**config.mk**
```make
export PLATFORM = sky130hd
export DESIGN_NAME = svc_rv_mem_arb
export DESIGN_NICKNAME = d
export VERILOG_FILES = /design/src/rtl/svc_rv_mem_arb_pkg.sv /design/src/rtl/svc_arb_rr2.sv /design/src/rtl/svc_rv_mem_arb.sv
export SDC_FILE = /design/constraint.sdc
export NUM_CORES = 1
export LEC_CHECK = 0
export ABC_AREA = 1
export BUFFER_PORTS_ARGS = -buffer_cell sky130_fd_sc_hd__clkbuf_2
export CORE_AREA = 2 2 111 113
export CTS_CLUSTER_DIAMETER = 60
export DETAILED_ROUTE_END_ITERATION = 12
export DIE_AREA = 0 0 113 115
export HOLD_SLACK_MARGIN = 0.03
export PLACE_DENSITY = 0.44
export SLEW_MARGIN = 40
export SYNTH_ARGS = -nofsm -noshare
export SYNTH_HDL_FRONTEND = slang
export SYNTH_SLANG_ARGS = --single-unit
```
**constraint.sdc**
```tcl
create_clock -name clk -period 0.8 [get_ports clk]
set_input_delay 0.08 -clock clk [delete_from_list [all_inputs] [get_ports clk]]
set_output_delay 0.08 -clock clk [all_outputs]
set_load 0.01 [all_outputs]
```
**src/rtl/svc_rv_mem_arb_pkg.sv**
```systemverilog
// svc_rv_mem_arb_pkg: shared types and constants for the svc_rv instruction/data memory arbiter
package svc_rv_mem_arb_pkg;
    typedef enum logic {OWNER_IMEM, OWNER_DMEM} owner_t;
    localparam int RD_LATENCY = 1;
endpackage

```
**src/rtl/svc_arb_rr2.sv**
```systemverilog
// svc_arb_rr2: two-way grant logic; round-robin when SVC_RV_MEM_ARB_RR_EN is defined, fixed dmem priority otherwise
module svc_arb_rr2
    import svc_rv_mem_arb_pkg::*;
(
`ifdef SVC_RV_MEM_ARB_RR_EN
    input  logic clk,
`endif
    input  logic rst_n,
    input  logic imem_req,
    input  logic dmem_req,
    output logic imem_grant,
    output logic dmem_grant
);
    logic dmem_wins;
`ifdef SVC_RV_MEM_ARB_RR_EN
    owner_t last_grant;
    assign dmem_wins = last_grant == OWNER_IMEM;
    // remember who was served last so the next conflict goes to the other side
    always_ff @(posedge clk) begin
        if (!rst_n)
            last_grant <= OWNER_IMEM;
        else if (imem_grant || dmem_grant)
            last_grant <= dmem_grant ? OWNER_DMEM : OWNER_IMEM;
    end
`else
    assign dmem_wins = 1'b1;
`endif
    // a lone requester is served at once; on conflict dmem_wins picks the side; nothing is granted in reset
    always_comb begin
        dmem_grant = rst_n && dmem_req && !(imem_req && !dmem_wins);
        imem_grant = rst_n && imem_req && !(dmem_req && dmem_wins);
    end
endmodule

```
**src/rtl/svc_rv_mem_arb.sv**
```systemverilog
// svc_rv_mem_arb: shares one 1-cycle-latency memory between fetch and data ports (SVC_RV_MEM_ARB_RR_EN selects round-robin)
module svc_rv_mem_arb
    import svc_rv_mem_arb_pkg::*;
#(
    parameter int XLEN = 32,
    parameter int AW   = 10
) (
    input  logic              clk,
    input  logic              rst_n,
    input  logic              imem_arvalid,
    input  logic [31:0]       imem_araddr,
    output logic              imem_arready,
    output logic              imem_rvalid,
    output logic [XLEN-1:0]   imem_rdata,
    input  logic              dmem_ren,
    input  logic [31:0]       dmem_raddr,
    input  logic              dmem_we,
    input  logic [31:0]       dmem_waddr,
    input  logic [XLEN-1:0]   dmem_wdata,
    input  logic [XLEN/8-1:0] dmem_wstrb,
    output logic              dmem_ready,
    output logic              dmem_rvalid,
    output logic [XLEN-1:0]   dmem_rdata,
    output logic              mem_en,
    output logic              mem_we,
    output logic [AW-1:0]     mem_addr,
    output logic [XLEN-1:0]   mem_wdata,
    output logic [XLEN/8-1:0] mem_wstrb,
    input  logic [XLEN-1:0]   mem_rdata
);
    logic        imem_grant;
    logic        dmem_grant;
    logic        rd_grant;
    logic        pending;
    owner_t      owner;
    logic [31:0] dmem_addr;
    logic        unused_addr_bits;

    svc_arb_rr2 u_arb (
`ifdef SVC_RV_MEM_ARB_RR_EN
        .clk        (clk),
`endif
        .rst_n      (rst_n),
        .imem_req   (imem_arvalid),
        .dmem_req   (dmem_ren || dmem_we),
        .imem_grant (imem_grant),
        .dmem_grant (dmem_grant)
    );

    assign dmem_addr = dmem_we ? dmem_waddr : dmem_raddr;
    assign rd_grant  = imem_grant || (dmem_grant && dmem_ren);

    // steer the granted requester onto the memory port; strobes only ever accompany a write
    always_comb begin
        mem_en    = imem_grant || dmem_grant;
        mem_we    = dmem_grant && dmem_we;
        mem_addr  = dmem_grant ? dmem_addr[AW+1:2] : imem_araddr[AW+1:2];
        mem_wdata = dmem_wdata;
        mem_wstrb = mem_we ? dmem_wstrb : '0;
    end

    // track the outstanding read so its data returns to the requester that issued it
    always_ff @(posedge clk) begin
        if (!rst_n) begin
            pending <= 1'b0;
            owner   <= OWNER_IMEM;
        end else begin
            pending <= rd_grant;
            if (rd_grant)
                owner <= dmem_grant ? OWNER_DMEM : OWNER_IMEM;
        end
    end

    assign imem_arready = imem_grant;
    assign dmem_ready   = dmem_grant;
    assign imem_rvalid  = pending && owner == OWNER_IMEM;
    assign dmem_rvalid  = pending && owner == OWNER_DMEM;
    assign imem_rdata   = mem_rdata;
    assign dmem_rdata   = mem_rdata;

    assign unused_addr_bits = ^{imem_araddr[31:AW+2], imem_araddr[1:0], dmem_addr[31:AW+2], dmem_addr[1:0]};

    a_no_rw_same_cycle: assert property (@(posedge clk) disable iff (!rst_n) !(dmem_ren && dmem_we));
endmodule

```
==> metrics.md, run 1 <==
| Metric | Value |
|---|---|
| Status | `finished with violations` |
| Failing checks | `design-rule violations, negative setup slack` |
| TritonCTS clock tree | `done` |
| Worst EP required | `0.72 ns` |
| Via count | `899` |
| Leakage | `0.695 nW` |
| Setup WS pre-CTS | `-0.387 ns` |
| CTS H-tree lvls | `1` |
| Top post-synthesis cells by area | `buf_4 65%, nand2_1 24%, inv_1 3.7%, dfxtp_1 3.6%, nor2_1 2.4%` |
| WL per Instance | `11.0 µm` |
| Area Growth Syn to Fin | `8.40%` |
| Sequential Area | `roughly 43 µm²` |
| Most numerous cell in the Yosys netlist | `buf_4` |
| Clock Sinks | `2` |
| Share of cells above drive strength 1 | `67.9%` |
| Pwr Total | `between 0.001 and 0.0015 W` |
| #FFs+latches synth | `2` |
| I/O Buffers | `58` |
| Worst slew margin | `about nine tenths` |
| Io pins | `285` |
| Rows | `40` |
| TritonCTS buffer count | `3` |
| Worst setup margin | `-0.108 ns` |
| Number of max-cap violations | `0` |
| Commonest cells in the synthesized netlist | `97 x buf_4, 70 x nand2_1, 11 x inv_1` |
| Remaining global-route overflow | `0` |
| Post-Syn Area | `1120 µm²` |
| Crit path kind | `primary input to output port` |
| Clock Tree Buf Depth | `2` |
| Fill cells | `1,399` |
| Iter 0 DRT Violations | `39` |
| Number of synthesized flops with an enable pin | `0` |
| RSZ-0062 raised after global routing | `yes` |
| DRT antenna net count | `0` |
| Layout Skew | `0 ns` |
| Synth Flop Type | `dfxtp_1` |
| Initial Util | `a little under a tenth` |
| Largest net degree at the start of global routing | `11` |
| Syn_nets | `360` |
| Hold WC Path Type | `primary input to output port` |
| Hold_buf cts | `0` |
| HPWL after detailed placement | `2660 µm` |
| Tot GR Track Use | `4.64%` |
| Core Area | `~12,000 µm²` |
| Footprint of the multi-input gates | `408 µm²` |
| Drt pass-1 iters | `9` |
| DP Area | `928 µm²` |
| Post-synthesis sequential area ratio | `3.58%` |
| Peak supply drop | `about 470 µV` |
| Via density | `2.88` |
| ANT cells | `0` |
| Top Metal Used | `met4` |
| CP max FO | `6` |
| Ys async rst share | `0%` |
| Slew Viols, Final | `0` |
| Final Hold Fails | `0` |
| Period utilization | `114%` |
| Synth Instances | `~190` |
| Met3 WL | `460 µm` |
| CP endpoint kind | `output port` |
| Die span in x | `113 µm` |
| Layout net count | `around 340` |
| Cell area after layout | `1210 µm²` |
| Post-synth top area cell | `buf_4` |
| Die area | `approximately 13,000 µm²` |
| Worst hold slack | `0.160 ns` |
| Final min period | `0.908 ns` |
| Yosys top cell area share | `65.2%` |
| Vias in the first global route | `951` |
| Fmax | `1100 MHz` |
| Worst-Margin Slew | `between 0.1 and 0.15 ns` |
| Worst-Skew Late Latency | `~0.22 ns` |
| Clock Root Buffer | `clkbuf_16` |
| Die height | `115 µm` |
| Yosys warning total | `0` |
| First-pass GRT wire length | `4500 µm` |
| Global placer's final weighted congestion | `0.698` |
| Met2 WL post-DR | `about 1500 µm` |
| Yosys cell types | `8` |
| Met1 Routed Length | `1070 µm` |
| Startpoint types | `primary input` |
| PwrDens | `1190 nW/µm²` |
| Setup Viol. Count Final | `13` |
| Initial antenna violation count | `0` |
| Final wirelength | `3420 µm` |
| CP arrival | `0.83 ns` |
| Average cell area after synthesis | `5.85 µm²` |
| Post-route DRC | `18` |
per-layer routing:
metal | vias to the layer above | GRT usage, %
met5 | - | 0
met4 | 0 | 7.24
met3 | 47 | 1.48
met2 | 85 | 7.58
met1 | 354 | 3.61
li1 | 413 | -
worst max-delay path: stages:
cell and delay, ns:
clkbuf_16 0.13, clkinvlp_4 0.11, buf_6 0.15, nand2_1 0.07
nand2_2 0.06, nand2_4 0.07, nand2_2 0.04, clkbuf_2 0.12
placed cells by master (no fill, tap or decap):
cell type   count
buf_2           8
nand2_4         3
clkbuf_16       4
o21ai_4         1
nand2_1        41
nand2_2        26
clkbuf_2       45
clkinvlp_4      1
nor2_1          5
dfxtp_2         2
clkbuf_8        2
buf_6           6
buf_8           1
buf_4           7
inv_1           7
nor2_4          2
inv_2           4
cell families after synthesis:
group | count (synthesis) | synth area share [%]
DFF | 2 | 3.58
and+or+nand+nor | 77 | 25.9
AOI/OAI and AO/OA | 1 | 0.447
buffers and inverters | 111 | 70.1
path summary, 6_finish.rpt:
kind                                      end           start  slack (ns)  cells after the start
worst max-delay path              mem_addr[0]         dmem_we       -0.11                      8
worst min-delay path            mem_wdata[11]  dmem_wdata[11]        0.16                      0
worst max register to register          owner           owner        0.18                      4
worst min register to register          owner           owner        0.54                      4
cell type report:
class / count / share of cell area, %
Clock buffer: 3 / 6.20
Inverter: 12 / 4.03
Multi-Input combinational cell: 78 / 33.7
Sequential cell: 2 / 3.51
Tap cell: 147 / 15.2
Timing Repair Buffer: 70 / 37.4
flip-flops by register name, indices dropped and copies added, names as in the netlist:
| signal | flops |
|---|---|
| owner | 1 |
| pending | 1 |
per-stage QoR:
step	TNS, ns	cells	utilization [%]
floorplan	0	191	-
global placement	-3.40	307	7.86
detailed placement	-3.59	307	7.86
CTS	-1.16	310	9.43
global route	-1.76	312	10.3
finish	-1.04	312	10.3
report_power, final:
group	internal (W)	switching (W)
sequential	0.000111	0.00000766
clock	0.000637	0.000124
combinational	0.000272	0.000284
repair_timing:
action | CTS | global route
endpoints found under the setup margin | 19 | 20
setup buffers | 0 | 1
gates resized for setup | 30 | 41
pin swaps | 2 | 2
cloned | 0 | 1
(Power assumes the default switching activity.)
==> run 2: changes to the inputs <==
--- a/config.mk
+++ b/config.mk
@@ -7,12 +7,15 @@
 export LEC_CHECK = 0
 export ABC_AREA = 1
 export BUFFER_PORTS_ARGS = -buffer_cell sky130_fd_sc_hd__clkbuf_2
-export CORE_AREA = 2 2 111 113
+export CELL_PAD_IN_SITES_DETAIL_PLACEMENT = 1
+export CELL_PAD_IN_SITES_GLOBAL_PLACEMENT = 1
+export CORE_AREA = 2 2 109 111
 export CTS_CLUSTER_DIAMETER = 60
 export DETAILED_ROUTE_END_ITERATION = 12
-export DIE_AREA = 0 0 113 115
+export DIE_AREA = 0 0 111 113
+export GPL_ROUTABILITY_DRIVEN = 0
 export HOLD_SLACK_MARGIN = 0.03
-export PLACE_DENSITY = 0.44
+export PLACE_DENSITY = 0.8
 export SLEW_MARGIN = 40
 export SYNTH_ARGS = -nofsm -noshare
 export SYNTH_HDL_FRONTEND = slang
==> run 2 against run 1 <==
The run ends with negative setup slack left. Via count down 0.11%. Routed wire length increased by 3.5%. Sequential share of layout area grew 0.097 points. Sequential power barely moved. Worst hold slack about the same. Flip-flop and latch count is the same. Largest cell class unchanged. Largest power group unchanged. Highest routed layer unchanged.
==> metrics.md, run 2 (same netlist as run 1, synthesis figures left out) <==
| Metric | Value |
|---|---|
| Critical Path, Cell by Cell | `clkbuf_16 > o21ai_4 > buf_6 > nand2_2 > nand2_1 > buf_2 (was clkbuf_16 > clkinvlp_4 > buf_6 > nand2_1 > nand2_2 > nand2_4 > nand2_2 > clkbuf_2)` |
| HPWL after detailed placement | `2800 µm (was 2660 µm)` |
| Iter 0 DRT Violations | `36 (was 39)` |
| TritonCTS buffer count | `3 (unchanged)` |
| PwrDens | `1180 nW/µm² (was 1190 nW/µm²)` |
| ANT cells | `0 (unchanged)` |
| Drt pass-1 iters | `3 (was 9)` |
| Worst setup margin | `-0.0750 ns (was -0.108 ns)` |
| Fmax | `1140 MHz (was 1100 MHz)` |
| Final wirelength | `3540 µm (was 3420 µm)` |
| R2R setup slack | `0.19 ns (was 0.18 ns)` |
| Largest net degree at the start of global routing | `11 (unchanged)` |
| Clock Root Buffer | `clkbuf_16 (unchanged)` |
| Clock Tree Buf Depth | `2 (unchanged)` |
| CP arrival | `0.79 ns (was 0.83 ns)` |
| Number of max-cap violations | `0 (unchanged)` |
| Setup Viol. Count Final | `13 (unchanged)` |
| Share of cells above drive strength 1 | `60.0% (was 67.9%)` |
| Period utilization | `109% (was 114%)` |
| Crit path kind | `primary input to output port (unchanged)` |
| Vias in the first global route | `967 (was 951)` |
| Final cell count without fillers | `308 (was 312)` |
| TNS Setup | `-0.783 ns (was -1.04 ns)` |
| CTS H-tree lvls | `1 (unchanged)` |
| Most common cell after layout, fill and taps aside | `nand2_1 (was clkbuf_2)` |
| TritonCTS clock tree | `done (unchanged)` |
| First-pass GRT wire length | `5200 µm (was 4500 µm)` |
| Worst-Margin Slew | `0.155 ns (was 0.137 ns)` |
| Initial antenna violation count | `0 (unchanged)` |
| Via count | `898 (was 899)` |
| Leakage | `0.694 nW (was 0.695 nW)` |
| Remaining global-route overflow | `0 (unchanged)` |
| Delay of the slowest critical-path stage | `0.18 ns (was 0.15 ns)` |
| Die height | `113 µm (was 115 µm)` |
| Pwr Total | `0.00140 W (was 0.00144 W)` |
| Status | `finished with violations (unchanged)` |
| Failing checks | `negative setup slack (was design-rule violations, negative setup slack)` |
| Peak supply drop | `557 µV (was 466 µV)` |
| I/O Buffers | `58 (unchanged)` |
| Clock Sinks | `2 (unchanged)` |
| Die span in x | `111 µm (was 113 µm)` |
| WL per Instance | `11.5 µm (was 11.0 µm)` |
| Hold WC Path Type | `primary input to output port (unchanged)` |
| Rows | `39 (was 40)` |
| Post-route DRC | `0 (was 18)` |
| CP endpoint kind | `output port (unchanged)` |
| Die area | `12,500 µm² (was 13,000 µm²)` |
| Final Hold Fails | `0 (unchanged)` |
| CP max stage cell | `o21ai_4 (was buf_6)` |
| Layout Skew | `0 ns (unchanged)` |
| Hold_buf cts | `0 (unchanged)` |
| CP max FO | `5 (was 6)` |
| Worst-Skew Late Latency | `0.22 ns (about the same)` |
| Startpoint types | `primary input (unchanged)` |
| Layout net count | `336 (unchanged)` |
| Post-CTS setup buffers | `0 (unchanged)` |
| Tot GR Track Use | `5.25% (was 4.64%)` |
| Area Growth Syn to Fin | `5.49% (was 8.40%)` |
| Io pins | `285 (unchanged)` |
| Worst slew margin | `89.7% (was 90.8%)` |
| Final min period | `0.875 ns (was 0.908 ns)` |
| RSZ-0062 raised after global routing | `yes (unchanged)` |
| Via density | `2.92 (was 2.88)` |
| Core Area | `11,300 µm² (was 11,800 µm²)` |
| Initial Util | `9.91% (was 9.46%)` |
| Slew Viols, Final | `0 (unchanged)` |
| Most frequent cells in the layout | `54 x nand2_1, 43 x clkbuf_2, 15 x nand2_2 (was 45 x clkbuf_2, 41 x nand2_1, 26 x nand2_2)` |
| DRT antenna net count | `0 (unchanged)` |
| Worst EP required | `0.72 ns (about the same)` |
| Post-placement cell count | `303 (was 307)` |
| Top flop regs | `owner x1, pending x1 (unchanged)` |
run 2: cell count changes in the layout (fill, tap and decap cells not counted), moves of 2 or more:
cell      change
nand2_1      +13
nand2_2      -11
buf_2         +3
inv_1         +3
inv_2         -3
nor2_1        -3
nor2_2        +3
clkbuf_2      -2
nand2_4       -2
run 2: path summary, 6_finish.rpt:
path	start	endpoint	cells past startpoint
worst min register to register	owner	owner	4
worst min-delay path	dmem_wdata[17]	mem_wdata[17]	0
worst max-delay path	dmem_we	mem_addr[3]	6
worst max register to register	owner	owner	4
run 2: per-layer routing:
metal	vias to the layer above	share of wire (%)	global-route usage, %
met3	35	11	1.34
li1	412	-	-
met4	0	7.5	5.08
met1	381	32	4.69
met5	-	0	0
met2	70	50	9.57
run 2: through the flow:
step | hold slack (ns) | instance area (µm²) | setup slack [ns] | utilization (%)
global placement | 0.160 | 936 | -0.124 | 8.30
CTS | 0.160 | 1150 | -0.110 | 10.2
detailed placement | 0.160 | 936 | -0.160 | 8.30
floorplan | 0.204 | 1120 | 0.107 | -
finish | 0.160 | 1180 | -0.0750 | 10.5
global route | 0.160 | 1180 | -0.126 | 10.5
run 2: layout make-up:
cell class / count / area (µm²)
clock buffer: 3 / 75.1
fill: 1381 / 10100
inverter: 12 / 46.3
multi-input combinational: 78 / 373
sequential: 2 / 42.5
tap: 143 / 179
timing repair buffer: 70 / 463
run 2: critical path, delay by kind of cell:
kind	cells	cell delay, ns
compound gates	1	0.18
buf+inv	3	0.43
simple gates	2	0.11
run 2: timing repair:
action,4_1_cts,5_1_grt
resized for setup,38,21
endpoints found under the setup margin,19,19
cloned,2,0
pin swaps,15,7
run 2: report_power, final:
group          leakage [nW]  switching, W  internal (W)
registers            0.0171    0.00000707      0.000111
logic                 0.640      0.000272      0.000267
clock network        0.0370      0.000103      0.000635
total                 0.694      0.000382       0.00101
